$ cat src/rtl/cla_adder.sv
// rtl/cla_adder.sv - registered two-level carry-lookahead adder (optional subtract via CLA_SUB_EN)
module cla_adder #(
    parameter int WIDTH = 2,
    parameter int GROUP = 4
) (
    input  logic             clk,
    input  logic             rst_n,
    input  logic             in_valid,
    input  logic [WIDTH-1:0] a,
    input  logic [WIDTH-1:0] b,
    input  logic             cin,
`ifdef CLA_SUB_EN
    input  logic             sub,
`endif
    output logic             out_valid,
    output logic [WIDTH-1:0] s,
    output logic             cout,
    output logic             ovf,
    output logic             p_out,
    output logic             g_out
);

    localparam int NG = (WIDTH + GROUP - 1) / GROUP;

    logic [WIDTH-1:0] bx;
    logic             c0;
    logic [WIDTH-1:0] g;
    logic [WIDTH-1:0] p;
    logic [WIDTH:0]   c;
    logic [NG-1:0]    gg;
    logic [NG-1:0]    gp;
    logic [NG:0]      gc;
    logic             blk_g;
    logic             blk_p;

`ifdef CLA_SUB_EN
    assign bx = b ^ {WIDTH{sub}};
    assign c0 = cin ^ sub;
`else
    assign bx = b;
    assign c0 = cin;
`endif

    assign g = a & bx;
    assign p = a ^ bx;

    always_comb begin
        logic prod;
        prod  = 1'b1;
        gg    = '0;
        gp    = '1;
        gc    = '0;
        c     = '0;
        blk_g = 1'b0;
        blk_p = 1'b1;
        // group generate/propagate, independent of any carry-in
        for (int k = 0; k < NG; k++) begin
            for (int j = 0; j < GROUP; j++) begin
                if (k * GROUP + j < WIDTH) begin
                    gg[k] = g[k*GROUP+j] | (p[k*GROUP+j] & gg[k]);
                    gp[k] = gp[k] & p[k*GROUP+j];
                end
            end
        end
        // second level: every group carry-in is a flat sum of products over lower groups
        for (int k = 0; k <= NG; k++) begin
            prod = 1'b1;
            for (int m = k - 1; m >= 0; m--) begin
                gc[k] = gc[k] | (gg[m] & prod);
                prod  = prod & gp[m];
            end
            if (k == NG) begin
                blk_g = gc[k];
                blk_p = prod;
            end
            gc[k] = gc[k] | (prod & c0);
        end
        for (int k = 0; k < NG; k++) begin
            c[k*GROUP] = gc[k];
        end
        c[WIDTH] = gc[NG];
        // carries inside a group start from that group's lookahead carry-in
        for (int i = 0; i < WIDTH; i++) begin
            if (((i + 1) % GROUP != 0) && (i + 1 < WIDTH)) begin
                c[i+1] = g[i] | (p[i] & c[i]);
            end
        end
    end

    always_ff @(posedge clk) begin
        if (!rst_n) begin
            out_valid <= 1'b0;
            s         <= '0;
            cout      <= 1'b0;
            ovf       <= 1'b0;
            p_out     <= 1'b0;
            g_out     <= 1'b0;
        end else begin
            out_valid <= in_valid;
            if (in_valid) begin
                s     <= p ^ c[WIDTH-1:0];
                cout  <= c[WIDTH];
                ovf   <= c[WIDTH] ^ c[WIDTH-1];
                p_out <= blk_p;
                g_out <= blk_g;
            end
        end
    end

endmodule

$ cat config.mk
export PLATFORM = sky130hd
export DESIGN_NAME = cla_adder
export DESIGN_NICKNAME = d
export VERILOG_FILES = /design/src/rtl/cla_adder.sv
export SDC_FILE = /design/constraint.sdc
export NUM_CORES = 1
export LEC_CHECK = 0
export CAP_MARGIN = 10
export CORE_AREA = 2 2 39 41
export CTS_BUF_LIST = sky130_fd_sc_hd__clkbuf_16
export CTS_CLUSTER_SIZE = 10
export DETAILED_ROUTE_END_ITERATION = 16
export DIE_AREA = 0 0 41 43
export PLACE_DENSITY = 0.56
export SLEW_MARGIN = 5
export SYNTH_ARGS = -nofsm -noshare
export SYNTH_HDL_FRONTEND = slang
export SYNTH_SLANG_ARGS = --single-unit
$ cat constraint.sdc
create_clock -name clk -period 1.15 [get_ports clk]
set_input_delay 0.115 -clock clk [delete_from_list [all_inputs] [get_ports clk]]
set_output_delay 0.115 -clock clk [all_outputs]
set_load 0.01 [all_outputs]
After elaboration in Yosys (flattened, before gate mapping)
Index checks and enable logic that the tools add are counted.
Operators by class
  add/sub/neg operators: 0
  multiplexer cells: 0
  multiply operators: 0
  equal/unequal tests: 0
  reduce and logical (&&, ||, !) cells: 0
  shift-type cells: 0
  div/mod/pow operators: 0
  $lt $le $gt $ge: 0
  bitwise operators: 11
Operators with widths (number)
  AND 1 bit: 4
  bitwise XOR 2 bit: 2
  OR 1 bit: 3
  AND 2 bit: 1
  bitwise XOR 1 bit: 1
Word-level totals
  latch bits: 0
  word-level logic and storage cells: 17
  input port bits: 8
  memory bits (writable): 0
  register bits: 7
  output and inout port bits: 7
  memories kept: 0
  memory bits (read-only): 0

Logic depth before layout (Yosys ltp)
Gate-level depths: netlist (run 1).
  depth after elaboration: 5
  gate-level depth with buffers: 5
  gate-level depth less buffers: 5

Worst setup path before layout (run 1)
Ideal clock, no wire load.
  path kind: input -> register
  from: input a[0]
  to: register ovf
  stages on the path: 5
  slack: 6 ps
  library setup time: 121 ps
  buffers on the path: 0
  data arrival time: 1023 ps
  data required time: 1029 ps
  cell sequence: inv_1 fa_1 or2b_1 a21oi_1 nor3b_2
On the way
  word-level cells in the longest chain between the ends: 5
  elaborated cells on any way between the ends: 10
  those cells by class: bitwise (10)
RTL lines
  start: declaration: line 9  | input logic [WIDTH-1:0] a,
  AND 2 bit or bitwise XOR 2 bit (tied branches): line 44, 45
  AND 1 bit (on tied branches): line 60, 61
  OR 1 bit or AND 1 bit (tied branches): line 60, 76
  OR 1 bit: line 76  | gc[k] = gc[k] | (prod & c0);
  bitwise XOR 1 bit *: line 103  | ovf <= c[WIDTH] ^ c[WIDTH-1];
  end signal: assignment: line 103
  end: declaration: line 18  | output logic ovf,
Every way passes the cells marked *; elsewhere a longest branch is shown, timed or not.
A chain may end at the register's enable or synchronous reset.

Worst setup path in the final report (run 1)
  from: input cin
  to: register ovf
On the way
  word-level cells in the longest chain between the ends: 3
  elaborated cells on any way between the ends: 5
  those cells by class: bitwise (5)
RTL lines
  start: declaration: line 11  | input logic cin,
  AND 1 bit (on tied branches): line 76, 85
  OR 1 bit (on tied branches): line 76, 85
  bitwise XOR 1 bit *: line 103
Marks and branches as above.

==> out/results.txt, run 1 <==
Status = completed
Dpl hpwl = 583 um
Cells after DPL = 71
DR vias = 332
Synth top area share = 0.406
# setup viols final = 0
Vias in the first global route = 356
P_leak = 0.291 nW
Syn-to-layout area delta = 80.4%
CTS Hold Buffers Added = 0
IO Pins = 15
Die H = 43 um
Top area cells in the synthesized netlist = dfxtp_1 41%, ha_1 7.2%, fa_1 5.8%
Grt ovf = 0
Fin. max-slew vios = 0
Top cell type by total area after synthesis = dfxtp_1
Syn Nets = 46
R2R Path End = ovf
Final Total Pwr = 1.02 mW
Clk buf depth = 2
Post-route ant nets = 0
Max FO, Critical Path = 3
Layout cells sized above 1 = 0.293
Synth warn = 0
Crit path DAT = 1.20 ns
WP data required = 1.26 ns
CTS tree = done
Row cnt = 14
I/O Buffers = 14
Die area = 1760 um2
Crit path launch = cin
1st-iter DRT viols = 2
Total Nets Final = 70
Commonest cells after routing, fill and taps aside = 9 x dlygate4sd2_1, 7 x dfxtp_1, 6 x buf_4
Setup Fix Bufs, Post-CTS = 0
Post-Layout Inst Area = 623 um2
FF-to-FF setup slack = 0.47 ns
Htree depth = 1
GR Util All Layers = 0.124
Vias per cell = 4.49
Finished Layout Cells = 74
Max Cap Viol = 0
Die width = 41 um
Synth unique cells = 20
Post-route clock period utilization = 0.946
Critical path capture point type = register
Pwr Density = 1640 nW/um2
Cts bufs inserted = 3
First-pass GRT wire length = 1.42 mm
Initial core utilization = 0.250
Slew headroom = 0.858
CTS root buf = clkbuf_16
RSZ-0062 raised after global routing = false
CP endpoint = ovf
Period minus WS final = 1.09 ns
Syn Inst Count = 35
Dpl cell area = 547 um2
RR Startpoint = ovf
Sink Count = 7
Seq cells post-synth = 7
Drt first pass iters = 2
Drt wl/cell = 11.2 um
DRT Wirelength = 829 um
F_max = 919 MHz
# fillers = 137
Clk Latency, worst-skew pair = 0.23 ns
Pin count of the biggest net entering global routing = 12
Core area = 1380 um2
Antenna violations before repair = 0
Placer Congestion = 0.642
Max rail drop VDD = 0.587 mV
Cell area after synthesis = 345 um2
Tightest Hold Check Type = primary input to register
Kind of critical path = primary input to register
Drt drc = 0
Hold Fails Final Rpt = 0
Diodes inserted = 0
Worst reg-to-reg path cell count = 2
Max Clock Skew = 0 ns
CP Launch Type = primary input
Syn avg cell area = 9.87 um2
Worst-Margin Slew = 0.211 ns
Worst-path clk slew = 0.04 ns
Register area share after synthesis = 0.406
Commonest non-fill, non-tap cell in the layout = dlygate4sd2_1
[logic make-up (layout without fill, tap and decap cells)]
group           Yosys count  after routing  synth area share
simple gates             10             10             0.188
compound gates            8              8             0.145
xor+xnor                  1              1            0.0254
fa+ha+maj                 3              3             0.130
mux                       1              1            0.0290
buf+inv                   5             28            0.0761
flops                     7              7             0.406
[worst min path at each step]
stage | from | depth (start not counted) | end
floorplan | rst_n | 1 | out_valid
global placement | s[0] | 2 | s[0]
detailed placement | s[0] | 2 | s[0]
CTS | cin | 4 | cout
global route | cin | 4 | cout
finish | cin | 4 | cout
[critical path, cell delays in order]
cell and delay (ns):
clkdlybuf4s15_2 0.19, inv_2 0.04, fa_2 0.41, or2b_1 0.23, a21oi_1 0.15, nor3b_2 0.06
[layer usage]
metal / track usage / vias to the layer above / wire length (um)
li1: - / 166 / -
met1: 0.136 / 151 / 357
met5: 0 / - / 0
met4: 0.0600 / 0 / 12
met3: 0.0471 / 3 / 61
met2: 0.197 / 12 / 397
[cell type report]
cell class,count,area [um2],area share
multi-input combinational,23,194,0.311
timing repair buffer,20,175,0.281
sequential,7,140,0.225
clock buffer,3,75.1,0.120
tap,16,20.0,0.0321
inverter,4,15.0,0.0241
clock inverter,1,3.75,0.00602
[flip-flops by register name, indices dropped and copies added, names as in the netlist]
signal / count
cout: 1
p_out: 1
s: 2
g_out: 1
out_valid: 1
ovf: 1
[repair_timing]
item / CTS / global route
hold endpoints to repair: 0 / 0
gates resized for setup: 19 / 2
setup endpoints to repair: 13 / 1
pin swaps: 2 / 2
[cells in the mapped netlist (all sizes together)]
master  n
inv     4
or2b    1
and2    1
a211oi  1
dfxtp   7
nand4   1
a311oi  1
mux2i   1
nor3b   1
fa      1
ha      2
o21ai   2
nand2b  1
a21oi   4
buf     1
nor2    3
nand3   2
xnor2   1
[report_power, final]
| group | switching, mW | internal, mW | leakage, nW |
|---|---|---|---|
| clock network | 0.132 | 0.452 | 0.0423 |
| registers | 0.00766 | 0.263 | 0.0580 |
| logic | 0.0749 | 0.0913 | 0.191 |
[through the flow]
stage,utilization,setup TNS (ns),hold WS (ns),worst slack [ns]
finish,0.450,0,0.431,0.0624
global route,0.450,0,0.462,0.0159
CTS,0.458,0,0.433,0.00661
detailed placement,0.395,-2.12,0.471,-0.533
global placement,0.395,-2.06,0.469,-0.515
floorplan,-,0,0.242,0.00632
(Power assumes the default switching activity.)
==> inputs of run 2 (changes only) <==
--- a/config.mk
+++ b/config.mk
@@ -5,6 +5,7 @@
 export SDC_FILE = /design/constraint.sdc
 export NUM_CORES = 1
 export LEC_CHECK = 0
+export ABC_CLOCK_PERIOD_IN_PS = 1150
 export CAP_MARGIN = 10
 export CORE_AREA = 2 2 39 41
 export CTS_BUF_LIST = sky130_fd_sc_hd__clkbuf_16
==> constraint.sdc (replaced) <==
create_clock -name clk -period 1.15 [get_ports clk]
set_input_delay 0.115 -clock clk [delete_from_list [all_inputs] [get_ports clk]]
set_output_delay 0.115 -clock clk [all_outputs]
set_load 0.1 [all_outputs]
==> run 2 against run 1 <==
Critical path depth is the same. Design area rose by 14%. Global-route usage shrank 0.91 points. Wire length down 11%. Clock skew unchanged. Clock power is essentially flat. Sequential power is 6% higher. Worst hold slack got worse by 0.085 ns. Largest power group unchanged. Maximum frequency rose by 1.7%. First-iteration DRC count unchanged.
==> out/results.txt, run 2 (synthesis results as in run 1) <==
Clk Latency, worst-skew pair = 0.23 ns
Hold Startpoint = b[0]
Drt drc = 0
Row cnt = 14
Max rail drop VDD = 0.906 mV
Die area = 1760 um2
Post-route ant nets = 0
Placer Congestion = 0.710
Syn-to-layout area delta = 107%
Hold Fails Final Rpt = 0
Worst-path clk slew = 0.04 ns
Vias in the first global route = 336
Status = completed
Sink Count = 7
F_max = 935 MHz
IO Pins = 15
I/O Buffers = 14
Min-Delay Endpoint = s[0]
CTS root buf = clkbuf_16
Fin. max-slew vios = 0
Tightest Hold Check Type = primary input to register
Final Total Pwr = 1.22 mW
Cts bufs inserted = 3
Layout cells sized above 1 = 0.534
Pin count of the biggest net entering global routing = 13
RR Startpoint = cout
Worst setup margin = 0.0807 ns
CP Launch Type = primary input
Antenna violations before repair = 0
Largest Register = s
WP data required = 1.26 ns
Cells after DPL = 70
Critical path capture point type = register
Max Cap Viol = 0
Worst-Margin Slew = 0.194 ns
Final Core Density = 0.515
Finished Layout Cells = 74
Grt ovf = 0
RSZ-0062 raised after global routing = false
FF-to-FF setup slack = 0.46 ns
Commonest non-fill, non-tap cell in the layout = buf_12
WHS Path Cells = 4
Drt wl/cell = 10.0 um
Max reg flops = 2
Period minus WS final = 1.07 ns
Clk buf depth = 2
First-pass GRT wire length = 1.35 mm
Core area = 1380 um2
Die width = 41 um
Critical path's largest stage delay = 0.37 ns
DR vias = 328
Initial core utilization = 0.250
Slew headroom = 0.869
CTS tree = done
Post-route clock period utilization = 0.930
Die H = 43 um
Drt first pass iters = 3
CP Cell Sequence = dlygate4sd2_1 > inv_1 > fa_2 > or2b_1 > a21oi_2 > nor3b_2
DRT Wirelength = 740 um
Dpl hpwl = 590 um
# setup viols final = 0
Total Nets Final = 70
Max Clock Skew = 0 ns
Diodes inserted = 0
Crit path DAT = 1.18 ns
Worst reg-to-reg path cell count = 2
Vias per cell = 4.43
Slowest-stage cell, CP = fa_2
Pre-CTS setup slack = -0.580 ns
GR Util All Layers = 0.115
Max FO, Critical Path = 3
Commonest cells after routing, fill and taps aside = 7 x buf_12, 6 x dfxtp_2, 6 x buf_4
Htree depth = 1
R2R Path End = cout
1st-iter DRT viols = 2
CTS Hold Buffers Added = 0
Kind of critical path = primary input to register
Setup Fix Bufs, Post-CTS = 0
Pwr Density = 1710 nW/um2
P_leak = 0.306 nW
==> run 2: changes by cell type in the layout (fill, tap and decap cells not counted) <==
cell             before  now
dfxtp_1               7    1
clkdlybuf4s15_2       1    0
clkinv_2              0    1
dlygate4sd2_1         9    4
clkbuf_2              0    1
clkdlybuf4s15_1       2    0
buf_12                0    7
inv_2                 2    1
a21oi_4               0    1
dfxtp_2               0    6
a21oi_1               3    2
==> run 2: worst max path at each step <==
stage          start   to  slack [ns]  cells after the start
2_1_floorplan   a[0]  ovf       0.004                      5
3_3_place_gp    a[0]  ovf       -0.56                      6
3_5_place_dp    a[0]  ovf       -0.58                      6
4_1_cts          cin  ovf        0.04                      6
5_1_grt          cin  ovf       0.004                      6
6_report         cin  ovf        0.08                      6
==> run 2: through the flow <==
stage / hold WS [ns] / area, um2 / setup TNS, ns
after floorplan: 0.242 / 353 / 0
after global placement: 0.483 / 617 / -2.03
after detailed placement: 0.485 / 617 / -2.09
after CTS: 0.482 / 717 / 0
after global routing: 0.387 / 713 / 0
final: 0.346 / 713 / 0
==> run 2: final cells by class <==
class,count,area [um2]
fill,127,671
timing repair buffer,20,245
multi-input combinational,23,205
sequential,7,148
clock buffer,3,75.1
tap,16,20.0
inverter,4,15.0
clock inverter,1,5.00
==> run 2: what timing repair did <==
item | in CTS | in global routing
pin swaps | 2 | 1
hold endpoints to repair | 0 | 0
resized for setup | 10 | 2
setup endpoints to repair | 6 | 1
==> run 2: per-layer routing <==
layer,track usage,wire [um]
met5,0,0
met4,0.0400,0
met3,0.0681,53
met2,0.159,335
met1,0.142,352
==> run 2: worst max-delay path: cells and delay by family <==
family	cells	cell delay, ns
AND/OR/NAND/NOR	2	0.30
AO/OA/AOI/OAI	1	0.12
buffers and inverters	2	0.28
adder cells (fa/ha/maj)	1	0.37
==> run 2: power breakdown <==
part	leakage, nW	internal, mW	switching (mW)	total (mW)
clock	0.0409	0.456	0.131	0.587
sequential	0.0600	0.267	0.0189	0.286
combinational	0.205	0.145	0.202	0.347
